$ cat src/rtl/probatina_example_vadd_scheduler.sv
// Job sequencer for the vadd kernel: splits one job into fixed-size
// chunks and drives one ap_start per chunk, with a WAIT watchdog.
module probatina_example_vadd_scheduler #(
  parameter int C_M_AXI_ADDR_WIDTH = 64,
  parameter int C_XFER_SIZE_WIDTH  = 32,
  parameter int C_ADDER_BIT_WIDTH  = 32,
  parameter int C_CHUNK_BYTES      = 4096,
  parameter int C_TIMEOUT_WIDTH    = 20
) (
  input  logic                          aclk,
  input  logic                          aresetn,
  input  logic                          s_job_valid,
  output logic                          s_job_ready,
  input  logic [C_M_AXI_ADDR_WIDTH-1:0] s_job_addr,
  input  logic [C_XFER_SIZE_WIDTH-1:0]  s_job_size,
  input  logic [C_ADDER_BIT_WIDTH-1:0]  s_job_constant,
  output logic                          ap_start,
  input  logic                          ap_done,
  output logic [C_M_AXI_ADDR_WIDTH-1:0] ctrl_addr_offset,
  output logic [C_XFER_SIZE_WIDTH-1:0]  ctrl_xfer_size_in_bytes,
  output logic [C_ADDER_BIT_WIDTH-1:0]  ctrl_constant,
  output logic                          busy,
  output logic [C_XFER_SIZE_WIDTH-1:0]  chunk_count,
  output logic                          job_done,
  output logic                          job_err
);

  localparam int AW = C_M_AXI_ADDR_WIDTH;
  localparam int XW = C_XFER_SIZE_WIDTH;
  localparam int TW = C_TIMEOUT_WIDTH;

  localparam logic [XW-1:0] CHUNK  = XW'(C_CHUNK_BYTES);
  localparam logic [AW-1:0] STEP   = AW'(C_CHUNK_BYTES);
  localparam logic [XW-1:0] X_ONE  = XW'(1);
  localparam logic [TW-1:0] T_ONE  = TW'(1);
  localparam logic [TW-1:0] T_MAX  = {TW{1'b1}};
  // last watchdog value before it would reach all-ones
  localparam logic [TW-1:0] T_LAST = T_MAX - T_ONE;

  typedef enum logic [1:0] {
    IDLE,
    START,
    WAIT,
    DONE
  } state_t;

  state_t        state;
  logic [XW-1:0] remaining;
  logic [XW-1:0] rem_next;
  logic [TW-1:0] wd;

  function automatic logic [XW-1:0] clip(
    input logic [XW-1:0] n
  );
    return (n > CHUNK) ? CHUNK : n;
  endfunction

  assign rem_next = remaining - ctrl_xfer_size_in_bytes;

  always_ff @(posedge aclk or negedge aresetn) begin
    if (!aresetn) begin
      state                   <= IDLE;
      s_job_ready             <= 1'b0;
      ap_start                <= 1'b0;
      busy                    <= 1'b0;
      job_done                <= 1'b0;
      job_err                 <= 1'b0;
      chunk_count             <= '0;
      ctrl_addr_offset        <= '0;
      ctrl_xfer_size_in_bytes <= '0;
      ctrl_constant           <= '0;
      remaining               <= '0;
      wd                      <= '0;
    end else begin
      ap_start <= 1'b0;
      job_done <= 1'b0;
      case (state)
        IDLE: begin
          s_job_ready <= 1'b1;
          busy        <= 1'b0;
          job_err     <= 1'b0;
          if (s_job_valid && s_job_ready) begin
            s_job_ready             <= 1'b0;
            busy                    <= 1'b1;
            ctrl_addr_offset        <= s_job_addr;
            ctrl_xfer_size_in_bytes <= clip(s_job_size);
            ctrl_constant           <= s_job_constant;
            remaining               <= s_job_size;
            chunk_count             <= '0;
            if (s_job_size == '0) begin
              state    <= DONE;
              job_done <= 1'b1;
            end else begin
              state    <= START;
              ap_start <= 1'b1;
            end
          end
        end
        START: begin
          wd    <= '0;
          state <= WAIT;
        end
        WAIT: begin
          // ap_done takes priority over a watchdog expiry in the same cycle
          if (ap_done) begin
            remaining               <= rem_next;
            chunk_count             <= chunk_count + X_ONE;
            ctrl_addr_offset        <= ctrl_addr_offset + STEP;
            ctrl_xfer_size_in_bytes <= clip(rem_next);
            if (rem_next == '0) begin
              state    <= DONE;
              job_done <= 1'b1;
            end else begin
              state    <= START;
              ap_start <= 1'b1;
            end
          end else if (wd == T_LAST) begin
            wd       <= wd + T_ONE;
            state    <= DONE;
            job_done <= 1'b1;
            job_err  <= 1'b1;
          end else begin
            wd <= wd + T_ONE;
          end
        end
        DONE: begin
          state       <= IDLE;
          s_job_ready <= 1'b1;
          busy        <= 1'b0;
          job_err     <= 1'b0;
        end
        default: state <= IDLE;
      endcase
    end
  end

endmodule

$ cat config.mk
export PLATFORM = sky130hd
export DESIGN_NAME = probatina_example_vadd_scheduler
export DESIGN_NICKNAME = d
export VERILOG_FILES = /design/src/rtl/probatina_example_vadd_scheduler.sv
export SDC_FILE = /design/constraint.sdc
export NUM_CORES = 1
export LEC_CHECK = 0
export BUFFER_PORTS_ARGS = -buffer_cell sky130_fd_sc_hd__buf_2
export CAP_MARGIN = 40
export CORE_MARGIN = 2
export CORE_UTILIZATION = 51
export DETAILED_ROUTE_END_ITERATION = 10
export PLACE_DENSITY = 0.76
export SLEW_MARGIN = 20
export SYNTH_ARGS = -nofsm -noshare
export SYNTH_HDL_FRONTEND = slang
export SYNTH_SLANG_ARGS = --single-unit
$ cat constraint.sdc
create_clock -name aclk -period 3.6 [get_ports aclk]
set_clock_uncertainty 0.05 [all_clocks]
set_input_delay 0.72 -clock aclk [delete_from_list [all_inputs] [get_ports aclk]]
set_output_delay 0.72 -clock aclk [all_outputs]
set_load 0.005 [all_outputs]
Yosys cells after proc, flatten, opt, wreduce, memory -nomap -nowiden. Index checks and enable logic that the tools add are counted.

Order comparisons: 2. Reduce and logical (&&, ||, !) cells: 14. Add/sub/neg operators: 4. Eq/ne operators: 9. Muxes and demuxes: 40.

Operators with widths (count): two-way mux 32 bit (8); case mux 32 bit (2 select lines) (3); two-way mux 64 bit (2); case mux 64 bit (2 select lines) (1); adder 64 x 13 -> 64 bit (second input constant) (1); greater-than comparator 32 x 13 -> 1 bit (second input constant) (2); logical NOT 32 bit (2); case mux 20 bit (2 select lines) (1); adder 32 x 1 -> 32 bit (second input constant) (1); subtractor 32 bit (1); adder 20 x 1 -> 20 bit (second input constant) (1); equality test 20 bit (second input constant) (1); two-way mux 20 bit (1); two-way mux 1 bit (13); two-way mux 2 bit (5); case mux 1 bit (2 select lines) (5); inequality test 2 bit (second input constant) (4); case mux 2 bit (4 select lines) (1); nonzero test 2 bit (4); AND reduction 2 bit (3); AND reduction 3 bit (2); equality test 2 bit (second input constant) (2); inequality test 3 bit (second input constant) (1); equality test 2 x 1 -> 1 bit (second input constant) (1); other kinds (3) (3).

Output and inout port bits: 165. Register bits: 219. Logic and storage cells: 81.

Depth between registers and ports, before layout.
Depth in word-level cells: 5. Depth in mapped cells: 13.

Least setup slack after synthesis. No wires, ideal clock.

Path kind: register -> register. Start point: reg ctrl_xfer_size_in_bytes[0]. End point: reg ctrl_xfer_size_in_bytes[12]. Clock period less this slack: 3.181 ns. Path buffers: 0. Stages on the path, launching flop included: 12. Data arrival time: 3.008 ns. Path slack: 0.419 ns. Path through: dfrtp_1 ha_1 fa_1 nor2b_1 o2111ai_1 a211oi_1 o2111ai_1 a21boi_0 o22ai_1 nor4_4 nand4_2 o31a_1.

Word-level cells in the longest chain between the ends: 5.

Ends and longest elaborated chain: start, declared (RTL line 20) `output logic [C_XFER_SIZE_WIDTH-1:0] ctrl_xfer_size_in_bytes,`; start signal, assigned (RTL line 86) `ctrl_xfer_size_in_bytes <= clip(s_job_size);`; start signal, assigned (RTL line 109) `ctrl_xfer_size_in_bytes <= clip(rem_next);`; subtractor 32 bit * (RTL line 58) `assign rem_next = remaining - ctrl_xfer_size_in_bytes;`; greater-than comparator 32 x 13 -> 1 bit (RTL line 55) `return (n > CHUNK) ? CHUNK : n;`; two-way mux 32 bit * (RTL line 55); two-way mux 32 bit * (RTL line 105) `if (ap_done) begin`; case mux 32 bit (2 select lines) * (RTL line 77) `case (state)`.

Every way passes the cells marked *; elsewhere a longest branch is shown, timed or not. The select of a mux whose other input is x is not followed. A chain may end at the register's enable or synchronous reset.

Worst setup path after layout.
Start point: reg ctrl_xfer_size_in_bytes[1]. End point: reg ap_start.

Word-level cells in the longest chain between the ends: 5.

Ends and longest elaborated chain: subtractor 32 bit (RTL line 58); logical NOT 32 bit (RTL line 110) `if (rem_next == '0) begin`; two-way mux 1 bit (RTL line 110); two-way mux 1 bit (RTL line 105); case mux 1 bit (2 select lines) (RTL line 77); end signal, assigned (RTL line 75) `ap_start <= 1'b0;`; end signal, assigned (RTL line 95) `ap_start <= 1'b1;`; end signal, assigned (RTL line 115) `ap_start <= 1'b1;`; end, declared (RTL line 17) `output logic ap_start,`.

No other way between the ends.

==> results.json <==
{
  "worst_slew_pin_slew_ps": 777,
  "wl_um": 37900,
  "cp_data_arrival_time_ps": 3850,
  "min_period_ps": 3480,
  "h-tree-depth": 1,
  "p_sw_frac": 0.448,
  "syn_area_mm2": 0.0127,
  "vias": 12500,
  "combPwrFrac": 0.521,
  "rows": 57,
  "first_pass_iters": 6,
  "setup-violations-final": 0,
  "hold_viol_final": 0,
  "cts.clk_slew.worst_paths_ps": 60,
  "die_y_um": 162,
  "ys_ff_latch": 219,
  "grt_util_all_layers": 0.279,
  "final_util": 0.640,
  "hpwl_um": 27200,
  "syn_area_per_cell_um2": 8.55,
  "clk_latency_ps": 530,
  "fin_crit_sh": 0.967,
  "slew_headroom": 0.482,
  "viasPerCell": 5.90,
  "cts.path.max_buffers": 3,
  "grt-ovfl-total": 0,
  "hp-class": "in -> async",
  "outcome": "finished clean",
  "synth_most_common_cell": "nand2_1",
  "core_mm2": 0.0244,
  "antenna_found_initial": 2,
  "grt_pass1_wl_um": 60400,
  "synth_cell_types": 77,
  "cts_made_buffers": 26,
  "dieArea_mm2": 0.0263,
  "start_kind": "flip-flop",
  "multi_input_area_mm2": 0.00690,
  "seq_area_mm2": 0.00548,
  "fin_nets": 1954,
  "ir_drop_v": 0.000449,
  "worstSetupPathType": "reg -> reg",
  "power.net_switching_mw": 6.04,
  "pre_cts_ws_ps": -25.3,
  "start_util": 0.522,
  "synth_top_area_share": 0.430,
  "synthArstFlopShare": 1.00,
  "routedWlPerCell_um": 17.9,
  "setup_ws_ps": 120,
  "p_per_area_mw_per_mm2": 864,
  "drive_gt1_frac": 0.238,
  "sequentialPowerShare": 0.295,
  "fin_cells": 2121,
  "synth_fp_nets": 1662,
  "synth_area_leader_cell": "dfrtp_1",
  "nFillCells": 2126,
  "fin_total_pwr_mw": 13.5,
  "timing.fmax_ghz": 0.287,
  "cts_root_buf": "clkbuf_16",
  "yosysSeqAreaShare": 0.430,
  "design_area_mm2": 0.0156,
  "clkSinkCount": 219,
  "syn_to_final_growth_pct": 22.6,
  "clockPowerShare": 0.184,
  "yosys_warnings": 0,
  "placed_area_mm2": 0.0147,
  "synth_edf_count": 0,
  "place_congestion": 0.940,
  "yosys-top-cells-count": "nand2_1, dfrtp_1, a21oi_1",
  "drc_errors": 0,
  "portBuffers": 296,
  "tritoncts": "done",
  "crit_required_ps": 3970,
  "ys.flop_type": "dfrtp_1",
  "synthTopCellsByArea": "dfrtp_1, nand2_1, a21oi_1",
  "path_max_fanout": 5,
  "rsz0062_at_grt": "true",
  "synthCells": 1490,
  "grt_max_degree": 96,
  "dp_cells": 2074,
  "endpoint_kind": "flip-flop",
  "drtAntennaViolNets": 0,
  "io_pins": 297,
  "die_w_um": 162,
  "first_global_vias": 11900,
  "power.leakage_nw": 7.49,
  "drt_iter0_drc": 1177,
  "p_int_mw": 7.45,
  "max_cap_violations": 0,
  "slew_violations": 0
}
## layout make-up
class,instances,share of cell area
Clock buffer,39,0.0499
Multi-Input combinational cell,1145,0.442
Antenna cell,2,0.000320
Clock inverter,2,0.00136
Tap cell,324,0.0260
Sequential cell,219,0.351
Timing Repair Buffer,336,0.117
Inverter,54,0.0130
## worst max-delay path, stage by stage (launching register included)
cell,delay [ps]
dfrtp_1,410
inv_1,60
ha_1,290
nor2b_1,150
o31a_1,380
o21a_1,260
a211o_2,380
nor3b_1,170
or3_1,410
a2111oi_2,370
nand4_1,190
a31o_1,250
## through the flow
stage | hold slack (ps) | TNS, ps
CTS | 204 | 0
global placement | 403 | 0
floorplan | 374 | 0
global route | 238 | -42.9
detailed placement | 406 | -29.6
finish | 181 | 0
## final timing paths
kind	startpoint	endpoint	slack, ps	cells after the start
setup / recovery	ctrl_xfer_size_in_bytes[1]	ap_start	120	11
hold / removal	aresetn	ctrl_addr_offset[59]	180	1
setup reg to reg	ctrl_xfer_size_in_bytes[1]	ap_start	120	11
hold reg to reg	ctrl_constant[19]	ctrl_constant[19]	420	2
max in group asynchronous	aresetn	ctrl_addr_offset[63]	2500	2
min in group aclk	s_job_constant[27]	ctrl_constant[27]	320	3
## flip-flops by register name (all words and copies together), names as in the netlist
register	cells
ctrl_addr_offset	64
chunk_count	32
ctrl_constant	32
ctrl_xfer_size_in_bytes	32
remaining	32
wd	20
state	2
ap_start	1
busy	1
job_done	1
job_err	1
s_job_ready	1
## logic make-up after synthesis
logic type      count (synthesis)  share of synthesized area
compound gates                406                      0.198
xor+xnor                       47                     0.0323
fa+ha+maj                      40                     0.0399
buf+inv                       126                     0.0391
flops                         219                      0.430
mux                            43                     0.0340
simple gates                  609                      0.227
## routing by layer
layer / GRT usage / part of all wire / vias up
met5: 0 / 0 / -
met4: 0.108 / 0.035 / 0
met3: 0.0508 / 0.075 / 99
met2: 0.465 / 0.47 / 533
met1: 0.361 / 0.42 / 5948
li1: - / - / 5924
## power by group through the flow
stage,clock (mW),sequential [mW],combinational (mW)
2_1_floorplan,0,3.90,4.55
6_report,2.49,3.98,7.03
3_5_place_dp,0,4.00,6.76
5_1_grt,2.65,4.09,7.76
3_3_place_gp,0,3.95,6.61
4_1_cts,2.54,3.96,6.82
## repair_timing
action | CTS | global route
resized for setup | 2 | 24
pin swaps | 1 | 4
hold buffers | 0 | 0
cloned | 0 | 0
endpoints found under the setup margin | 12 | 16
buffers inserted | 0 | 4
## layout by cell type (no fill, tap or decap), types with 14 or more instances in the layout
master     instances
mux2i_1           41
xnor2_1           18
o21ai_0          108
o22ai_1           53
nand2_1          247
and3_1            41
or3_1             21
ha_1              36
buf_2            295
xor2_1            29
inv_1             54
dfrtp_1          219
clkbuf_16         26
a22oi_1           14
a21oi_1          113
nand3_1           77
buf_4             37
nor3_1            19
nand4_1           20
nor2_1           104
Power figures use the tool's default switching activity.
